[src/rtl/ej1_pkg.sv]
// Shared constants for the ej1 datapath sequencer: datapath select codes, FSM states, default widths.
package ej1_pkg;

    localparam int DATA_W_DEF = 3;
    localparam int ACC_W_DEF  = 6;
    localparam int CNT_W_DEF  = 8;

    localparam logic [1:0] SEL_SUB  = 2'b00;
    localparam logic [1:0] SEL_ADD  = 2'b01;
    localparam logic [1:0] SEL_PASS = 2'b10;
    localparam logic [1:0] SEL_ZERO = 2'b11;

    typedef enum logic [1:0] {
        ST_IDLE  = 2'd0,
        ST_CLEAR = 2'd1,
        ST_RUN   = 2'd2,
        ST_DONE  = 2'd3
    } seq_state_t;

endpackage

[src/rtl/ej1_cycle_counter.sv]
// Loadable down-counter for job length; saturates at zero, flags the final (count==1) cycle.
module ej1_cycle_counter
    import ej1_pkg::*;
#(
    parameter int CNT_W = CNT_W_DEF
) (
    input  logic             clk,
    input  logic             i_rst_n,
    input  logic             i_load,
    input  logic             i_en,
    input  logic [CNT_W-1:0] i_load_val,
    output logic             o_last,
    output logic             o_zero
);

    logic [CNT_W-1:0] count;

    always_ff @(posedge clk or negedge i_rst_n) begin
        if (!i_rst_n) begin
            count <= '0;
        end else if (i_load) begin
            count <= i_load_val;
        end else if (i_en && (count != '0)) begin
            count <= count - 1'b1;
        end
    end

    assign o_last = (count == CNT_W'(1));
    assign o_zero = (count == '0);

endmodule

[src/rtl/ej1_seq_ctrl.sv]
// Job sequencer for the ej1 adder/accumulator datapath: clear, run N cycles, capture, pulse done.
// Optional early stop on overflow: define SEQ_STOP_ON_OVF_EN.
module ej1_seq_ctrl
    import ej1_pkg::*;
#(
    parameter int DATA_W = DATA_W_DEF,
    parameter int ACC_W  = ACC_W_DEF,
    parameter int CNT_W  = CNT_W_DEF
) (
    input  logic              clk,
    input  logic              i_rst_n,
    input  logic              i_start,
    input  logic [1:0]        i_op,
    input  logic [DATA_W-1:0] i_a,
    input  logic [DATA_W-1:0] i_b,
    input  logic [CNT_W-1:0]  i_n,
    output logic              o_busy,
    output logic              o_done,
    output logic [ACC_W-1:0]  o_result,
    output logic              o_ovf,
    output logic [CNT_W-1:0]  o_cycles,
    output logic [1:0]        o_dp_sel,
    output logic [DATA_W-1:0] o_dp_data1,
    output logic [DATA_W-1:0] o_dp_data2,
    output logic              o_dp_rst_n,
    input  logic [ACC_W-1:0]  i_dp_data,
    input  logic              i_dp_overflow
);

    seq_state_t state, state_nxt;
    logic       accept, run_step, capture, busy_nxt, dp_rst_n_nxt;
    logic       cnt_last, cnt_zero, ovf_stop;

    ej1_cycle_counter #(.CNT_W(CNT_W)) u_cycle_counter (
        .clk        (clk),
        .i_rst_n    (i_rst_n),
        .i_load     (accept),
        .i_en       (run_step),
        .i_load_val (i_n),
        .o_last     (cnt_last),
        .o_zero     (cnt_zero)
    );

`ifdef SEQ_STOP_ON_OVF_EN
    assign ovf_stop = i_dp_overflow;
`else
    assign ovf_stop = 1'b0;
`endif

    always_ff @(posedge clk or negedge i_rst_n) begin
        if (!i_rst_n) state <= ST_IDLE;
        else          state <= state_nxt;
    end

    always_comb begin
        state_nxt = state;
        case (state)
            ST_IDLE:  if (accept) state_nxt = ST_CLEAR;
            ST_CLEAR: state_nxt = cnt_zero ? ST_DONE : ST_RUN;
            ST_RUN:   if (cnt_last || ovf_stop) state_nxt = ST_DONE;
            ST_DONE:  state_nxt = ST_IDLE;
            default:  state_nxt = ST_IDLE;
        endcase
    end

    // The done pulse is registered out of DONE, so it lands in the first IDLE cycle;
    // a start seen alongside it must still be refused.
    always_comb begin
        accept       = (state == ST_IDLE) && i_start && !o_done;
        run_step     = (state == ST_RUN);
        capture      = (state == ST_DONE);
        busy_nxt     = (state_nxt != ST_IDLE);
        // Datapath stays enabled through DONE so the final accumulation is still visible when captured.
        dp_rst_n_nxt = (state_nxt == ST_RUN) || ((state_nxt == ST_DONE) && (state == ST_RUN));
    end

    always_ff @(posedge clk or negedge i_rst_n) begin
        if (!i_rst_n) begin
            o_busy     <= 1'b0;
            o_done     <= 1'b0;
            o_result   <= '0;
            o_ovf      <= 1'b0;
            o_cycles   <= '0;
            o_dp_sel   <= SEL_ZERO;
            o_dp_data1 <= '0;
            o_dp_data2 <= '0;
            o_dp_rst_n <= 1'b0;
        end else begin
            o_busy     <= busy_nxt;
            o_done     <= capture;
            o_dp_rst_n <= dp_rst_n_nxt;
            if (accept) begin
                o_dp_sel   <= i_op;
                o_dp_data1 <= i_a;
                o_dp_data2 <= i_b;
                o_result   <= '0;
                o_ovf      <= 1'b0;
                o_cycles   <= '0;
            end
            if (run_step) begin
                o_cycles <= o_cycles + 1'b1;
                o_ovf    <= o_ovf | i_dp_overflow;
            end
            if (capture && (o_cycles != '0)) begin
                o_result <= i_dp_data;
                o_ovf    <= o_ovf | i_dp_overflow;
            end
        end
    end

endmodule

[config.mk]
export PLATFORM = sky130hd
export DESIGN_NAME = ej1_seq_ctrl
export DESIGN_NICKNAME = d
export VERILOG_FILES = /design/src/rtl/ej1_pkg.sv /design/src/rtl/ej1_cycle_counter.sv /design/src/rtl/ej1_seq_ctrl.sv
export SDC_FILE = /design/constraint.sdc
export NUM_CORES = 1
export LEC_CHECK = 0
export CORE_MARGIN = 2
export CORE_UTILIZATION = 50
export CTS_CLUSTER_SIZE = 20
export DETAILED_ROUTE_END_ITERATION = 10
export PLACE_DENSITY = 0.84
export SLEW_MARGIN = 20
export SYNTH_ARGS = -nofsm -noshare
export SYNTH_HDL_FRONTEND = slang
export SYNTH_SLANG_ARGS = --single-unit
[constraint.sdc]
create_clock -name clk -period 6 [get_ports clk]
set_input_delay 0.6 -clock clk [delete_from_list [all_inputs] [get_ports clk]]
set_output_delay 0.6 -clock clk [all_outputs]
set_load 0.05 [all_outputs]
* Yosys cells after proc, flatten, opt, wreduce, memory -nomap -nowiden
Index checks and enable logic that the tools add are counted.
** Storage, ports and cells
- Bits in registers :: 36
- Input port bits :: 26
- Output and inout port bits :: 26
- Word-level logic and storage cells :: 49
** Operators by class
- Add/sub/neg operators :: 2
- Eq/ne operators :: 6
- Multiplexer cells :: 13
- Bitwise logic cells :: 1
- Reduce and logical (&&, ||, !) cells :: 16
** Operator list (number)
- $mux W8 :: 4
- $reduce_bool A8 Y1 :: 2
- $mux W6 :: 2
- $add A8 B1 Y8 const B :: 1
- $eq A2 B2 Y1 const B :: 4
- $eq A8 B1 Y1 const B :: 1
- $logic_not A8 Y1 :: 1
- $pmux W2 S4 :: 1
- $reduce_bool A2 Y1 :: 4
- $sub A8 B1 Y8 const B :: 1
- $logic_and A1 B1 Y1 :: 5
- $mux W1 :: 4
- $mux W2 :: 2
- $reduce_bool A3 Y1 :: 1
- $eq A2 B1 Y1 const B :: 1
- $logic_not A2 Y1 :: 1
- $logic_not A1 Y1 :: 1
- $logic_or A1 B1 Y1 :: 1
- $or A1 B1 Y1 :: 1

* Logic depth before layout (Yosys ltp)
Gate-level depths: netlist of run 1.
- Depth after elaboration :: 8
- Mapped depth :: 7

* By module
Synthesis of run 1 repeated with hierarchy kept, for this count alone.
** Second synthesis, totals
- Cells, all modules :: 192
- Area total of the unflattened synthesis :: 1889.3 µm²
** By module, submodules not included
- ej1_seq_ctrl :: times used 1, cells an instance 127, area each 1300.0 µm², sequential area each 703.2 µm²
- ej1_cycle_counter :: times used 1, cells an instance 65, area each 589.3 µm², sequential area each 200.2 µm²

* Worst setup path after synthesis of run 1
No wires, ideal clock.
- Path type :: reg2reg
- Start :: register o_cycles[1]
- End :: register o_result[3]
- Library setup time :: 0.083 ns
- Data arrival time :: 1.980 ns
- Data required time :: 5.917 ns
- Path slack :: 3.937 ns
- Stages on the path, launching flop included :: 8
- Buffers on the path :: 1
- Period minus slack after synthesis :: 2.063 ns
- Cells stage by stage :: dfrtp_1 inv_1 ha_1 or4b_1 o41ai_2 buf_2 nand3_1 o21ai_0
** On the way
- Cells in the longest elaborated chain, start to end :: 3
** RTL lines
- start: declaration :: line ej1_seq_ctrl.sv:21 : output logic [CNT_W-1:0] o_cycles,
- start signal: assignment :: line ej1_seq_ctrl.sv:101 : o_cycles <= o_cycles + 1'b1;
- $reduce_bool A8 Y1 (*) :: line ej1_seq_ctrl.sv:104 : if (capture && (o_cycles != '0)) begin
- $logic_and A1 B1 Y1 (*) :: line ej1_seq_ctrl.sv:104
- $mux W6 or $reduce_bool A2 Y1 (tied branches)
- end signal: assignment :: line ej1_seq_ctrl.sv:105 : o_result <= i_dp_data;
- end: declaration :: line ej1_seq_ctrl.sv:19 : output logic [ACC_W-1:0] o_result,
Every way passes the cells marked *; elsewhere a longest branch is shown, timed or not.
A chain may end at the register's enable or synchronous reset.

* Worst setup path after layout of run 1
- Start :: register state[0]
- End :: register u_cycle_counter.count[6]
** On the way
- Cells in the longest elaborated chain, start to end :: 4
** RTL lines
- start: declaration :: line ej1_seq_ctrl.sv:30 : seq_state_t state, state_nxt;
- start signal: assignment :: line ej1_seq_ctrl.sv:52 : else state <= state_nxt;
- $logic_not A2 Y1 :: line ej1_seq_ctrl.sv:69 : accept = (state == ST_IDLE) && i_start && !o_done;
- $logic_and A1 B1 Y1 (2 in series) :: line ej1_seq_ctrl.sv:69
- $mux W8 or $reduce_bool A2 Y1 (tied branches)
- end signal: assignment :: line ej1_cycle_counter.sv:22 : count <= i_load_val;
- end signal: assignment :: line ej1_cycle_counter.sv:24 : count <= count - 1'b1;
- end: declaration :: line ej1_cycle_counter.sv:16 : logic [CNT_W-1:0] count;
Parallel ways exist; a longest one is shown, timed or not.

==> results_dict.tcl, run 1 <==
set metrics [dict create \
    status "finished clean" \
    drive_above_1_share_pct 6.67 \
    seq_area_frac_synth_pct 51.0 \
    cp-end-kind "register" \
    nets 274 \
    synth_cells 187 \
    syn_area_per_cell_sq_um 9.47 \
    grt-ovfl-total 0 \
    clock-sinks 36 \
    cts_tree "built" \
    cts-buffers-inserted 5 \
    routed_via_density 5.15 \
    worstSetupPathType "register to register" \
    antenna_found_initial 0 \
    synth_cell_types 38 \
    dp_hpwl_microns 2620 \
    syn_to_final_growth_pct 34.5 \
    dieArea_sq_um 4040 \
    yosys.area.top_type "dfrtp_1" \
    drv_cap 0 \
    first_iter_violations 41 \
    synth-edff-count 0 \
    fmax_mhz 406 \
    arrival_ps 2730 \
    synth_area_leaders "dfrtp_1, nand2_1, ha_1, o21ai_0, dfstp_2" \
    synthDominantCellAreaShare_pct 48.0 \
    diodes 0 \
    critPathMaxStageDelay_ps 630 \
    finalSetupTns_ps 0 \
    async_flop_share_pct 100 \
    most-common-layout-cells "clkdlybuf4s50_1, nand2_1, dfrtp_1" \
    max_slew.worst_pin.slew_ps 919 \
    dr.pass1.iters 4 \
    critical_path.top_delay_family "simple AND/OR/NAND/NOR gates" \
    cts_hold_buf 0 \
    clkTransAtPathRegs_ps 110 \
    required_ps 6270 \
    antenna_left 0 \
    vdd_drop_max_mv 0.103 \
    cts-htree-levels 2 \
    core_sq_um 3360 \
    grt_pass1_vias 1415 \
    p_leak_nw 1.01 \
    finalCritPeriodShare_pct 41.1 \
    portBuffers 51 \
    crit_buf_inv 1 \
    hp-class "register to register" \
    final_common_cell "clkdlybuf4s50_1" \
    finalHoldViolations 0 \
    setup_viol 0 \
    period_needed_ps 2460 \
    dominantRegCellSynth "dfrtp_1" \
    num_rows 21 \
    slew_violations 0 \
    ioPinCount 52 \
    grt_pass1_wl_microns 6270 \
    clkLatencyLatePin_ps 340 \
    route.detailed.drc 0 \
    fillers 287 \
    ys_warn_count 0 \
    crit_path_top_delay_cell "ha_1" \
    start_util_pct 52.7 \
    wl_microns 3670 \
    clk_path_buf_depth 2 \
    grt_max_degree 37 \
    pwr_density_cell_nw_per_um2 175 \
    path_max_fanout 23 \
    start_kind "register" \
    wl_per_cell_microns 12.8 \
    syn_nets 222 \
    gp_congestion 0.819 \
    die_h_microns 63.5 \
    via_count 1474 \
    setup_ws_ps 3540 \
    ys_seq_elements 36 \
    grt_setup_unrepaired "no" \
    cp_cell_sequence "inv_1, ha_1, or4b_4, or4_1, a31oi_1" \
    fin_skew_ps 15.7 \
    cts_resized 0 \
    cts_setup_buffers 0 \
    slew_headroom_pct 38.1 \
    cts_root_buf "clkbuf_4" \
    syn_area_sq_um 1770 \
    die_w_microns 63.5 \
    track_usage_pct 19.9 \
    place_ws_ps 3530 \
]
[registers in the layout, summed over array words and instances, names as in the netlist]
signal / count
u_cycle_counter.count: 8
o_dp_sel: 2
o_busy: 1
o_result: 6
o_dp_data2: 3
o_ovf: 1
o_cycles: 8
o_done: 1
state: 2
o_dp_data1: 3
o_dp_rst_n: 1
[Yosys cell counts, drive strengths merged, types with 3 or more instances]
cell	instances
or4	3
dfrtp	34
o21ai	17
nand3	10
a21oi	7
or4b	3
o211ai	3
nand4	3
clkbuf	6
nor3	4
nor2	11
ha	9
xor2	3
inv	13
nand2	35
[worst paths after layout]
check	startpoint	cells after the start	slack [ps]	to
setup reg to reg	state[0]	5	3540	u_cycle_counter.count[6]
hold reg to reg	o_dp_sel[1]	2	470	o_dp_sel[1]
hold / removal	o_dp_sel[1]	2	470	o_dp_sel[1]
setup / recovery	state[0]	5	3540	u_cycle_counter.count[6]
max in group asynchronous	i_rst_n	2	5010	o_dp_sel[1]
min in group asynchronous	i_rst_n	2	660	o_dp_data1[0]
[power breakdown]
part / internal (mW) / switching [mW]
combinational: 0.0190 / 0.0160
clock: 0.0574 / 0.0777
sequential: 0.245 / 0.00119
total: 0.321 / 0.0949
[cells by family after synthesis]
| group | Yosys count | share of synthesized area, % |
|---|---|---|
| DFF | 36 | 51.0 |
| and+or+nand+nor | 77 | 21.1 |
| adders and majority gates | 9 | 6.36 |
| buffers and inverters | 20 | 4.31 |
| xor gates and xnor gates | 4 | 1.98 |
| AOI/OAI and AO/OA | 38 | 13.5 |
| muxes | 3 | 1.77 |
[stage by stage]
stage	util, %	power (mW)	std cells	hold WS (ps)	cell area [sq um]
after floorplan	-	0.260	187	304	1770
after global placement	69.0	0.286	278	447	2320
after detailed placement	69.0	0.286	278	454	2320
after CTS	70.8	0.421	286	467	2380
after global routing	70.8	0.437	286	493	2380
final	70.8	0.416	286	466	2380
[metal layers]
metal,global-route usage [%],routed length (microns)
met3,5.54,198
met4,9.78,65
met5,0,0
met2,33.4,1770
met1,23.4,1630
[cell type report]
| type | count | area [sq um] | share of cell area [%] |
|---|---|---|---|
| clock buffer | 7 | 55.1 | 2.31 |
| multi-input combinational | 131 | 792 | 33.2 |
| inverter | 13 | 48.8 | 2.05 |
| sequential | 36 | 903 | 37.9 |
| tap | 46 | 57.6 | 2.42 |
| clock inverter | 1 | 7.51 | 0.315 |
| timing repair buffer | 52 | 518 | 21.7 |
[worst register-to-register path: stages, from the launching register on]
cell and delay, ps:
dfrtp_1 430, inv_1 90, ha_1 630, or4b_4 580, or4_1 510, a31oi_1 160
(Power assumes the default switching activity.)
==> run 2, diff against run 1 <==
Settings changed: CORE_UTILIZATION 50 to 47, PLACE_DENSITY 0.84 to 0.8.
Clock period 6 ns to 2.3 ns, I/O delays scaled along.
==> run 2 against run 1 <==
Effect of this change:
- clock skew down 7.3 ps
- register-to-register slack worse by 3200 ps
- non-clock buffer count up 3
- via count up 2.5%
- global-route usage down 0.56 points
- fmax up 24%
- routed wire length up 2.2%
- sequential power rose to 2.6 times the previous value
- final area up 2.0%
- sequential share of layout area down 0.74 points
- critical endpoint is now u_cycle_counter.count[2]
==> results_dict.tcl, run 2 (synthesis results as in run 1) <==
set metrics [dict create \
    cts_hold_buf 0 \
    crit_buf_inv 1 \
    grt_pass1_wl_microns 6330 \
    syn_to_final_growth_pct 37.1 \
    seqCellArea_sq_um 903 \
    critical_path.top_delay_family "simple AND/OR/NAND/NOR gates" \
    reg2reg_slack_ps 320 \
    hp-class "input pin to asynchronous set/reset pin" \
    slew_violations 0 \
    nets 277 \
    final_common_cell "clkdlybuf4s50_1" \
    fmax_mhz 505 \
    cp-end-kind "register" \
    most-common-layout-cells "clkdlybuf4s50_1, nand2_1, dfrtp_1" \
    cts_setup_buffers 0 \
    wl_per_cell_microns 12.9 \
    period_needed_ps 1980 \
    routed_via_density 5.19 \
    portBuffers 51 \
    whs_ps 9.47 \
    gp_congestion 0.930 \
    antenna_found_initial 0 \
    crit_path_top_delay_cell "or4b_2" \
    wl_microns 3750 \
    dr.pass1.iters 4 \
    setup_viol 0 \
    r2r_end "u_cycle_counter.count[2]" \
    p_leak_nw 1.04 \
    fillers 331 \
    antenna_left 0 \
    ioPinCount 52 \
    status "finished clean" \
    required_ps 2450 \
    diodes 0 \
    highest_layer "met4" \
    path_max_fanout 5 \
    r2r_cells 6 \
    start_kind "register" \
    total_power_mw 1.19 \
    grt-ovfl-total 0 \
    fin_skew_ps 8.38 \
    grt_setup_unrepaired "no" \
    reg2reg_from "u_cycle_counter.count[0]" \
    cts-htree-levels 2 \
    max_slew.worst_pin.slew_ps 775 \
    clk_path_buf_depth 2 \
    cts_tree "built" \
    placedInstanceArea_sq_um 2340 \
    dp_hpwl_microns 2670 \
    track_usage_pct 19.4 \
    clkTransAtPathRegs_ps 70 \
    die_h_microns 65.4 \
    cts_root_buf "clkbuf_8" \
    cts-buffers-inserted 5 \
    dieArea_sq_um 4280 \
    core_sq_um 3630 \
    grt_max_degree 37 \
    finalHoldViolations 0 \
    route.detailed.drc 0 \
    grt_pass1_vias 1476 \
    finalCritPeriodShare_pct 86.1 \
    cp_cell_sequence "inv_1, ha_1, or4b_2, o211ai_1, xor2_1, o21ai_0" \
    die_w_microns 65.4 \
    via_count 1511 \
    clock-sinks 36 \
    route.met3.wl_microns 198 \
    place_ws_ps 301 \
    fin_area_sq_um 2430 \
    num_rows 22 \
    setup_ws_ps 319 \
    top_regs "o_cycles: 8 flops, u_cycle_counter.count: 8 flops, o_result: 6 flops" \
    drive_above_1_share_pct 7.82 \
    start_util_pct 48.8 \
    worstSetupPathType "register to register" \
    drt-met1-wl_microns 1670 \
    first_iter_violations 79 \
    critPathMaxStageDelay_ps 650 \
    pwr_density_cell_nw_per_um2 490 \
    multi_input_area_sq_um 792 \
    clkLatencyLatePin_ps 290 \
    slew_headroom_pct 48.3 \
    vdd_drop_max_mv 0.308 \
    arrival_ps 2130 \
    cts_resized 0 \
    met2_length_microns 1840 \
    finalSetupTns_ps 0 \
    drv_cap 0 \
]
[run 2: where the power goes]
part	total, mW	switching, mW	internal (mW)
clock network	0.459	0.215	0.244
registers	0.641	0.00291	0.638
logic	0.0898	0.0421	0.0477
[run 2: layout make-up]
type / instances / share of cell area, %
sequential: 36 / 37.2
multi-input combinational: 131 / 32.6
timing repair buffer: 55 / 22.0
clock buffer: 8 / 3.71
tap: 48 / 2.47
inverter: 13 / 2.01
[run 2: worst max-delay path by stage]
| stage | from | to | depth (start not counted) |
|---|---|---|---|
| after CTS | u_cycle_counter.count[0] | u_cycle_counter.count[2] | 6 |
| final | u_cycle_counter.count[0] | u_cycle_counter.count[2] | 6 |
| after global routing | u_cycle_counter.count[0] | u_cycle_counter.count[2] | 6 |
| after floorplan | o_cycles[1] | o_result[3] | 7 |
| after global placement | u_cycle_counter.count[0] | u_cycle_counter.count[2] | 6 |
| after detailed placement | u_cycle_counter.count[0] | u_cycle_counter.count[2] | 6 |
[run 2: metrics by stage]
| stage | util [%] | cells |
|---|---|---|
| after floorplan | - | 187 |
| after global placement | 64.4 | 283 |
| after detailed placement | 64.4 | 283 |
| after CTS | 66.9 | 291 |
| after global routing | 66.9 | 291 |
| final | 66.9 | 291 |
[run 2: metal layers]
metal,global-route usage (%),vias up
met5,0,-
met4,8.07,0
met3,5.82,5
met2,32.0,39
met1,23.6,711
li1,-,756
[run 2: worst reg2reg max path, delay by kind of cell, from the launching register on]
| family | cells | cell delay [ps] |
|---|---|---|
| buf+inv | 1 | 130 |
| fa+ha+maj | 1 | 210 |
| simple gates | 1 | 650 |
| compound gates | 2 | 300 |
| flops | 1 | 420 |
| xor+xnor | 1 | 150 |
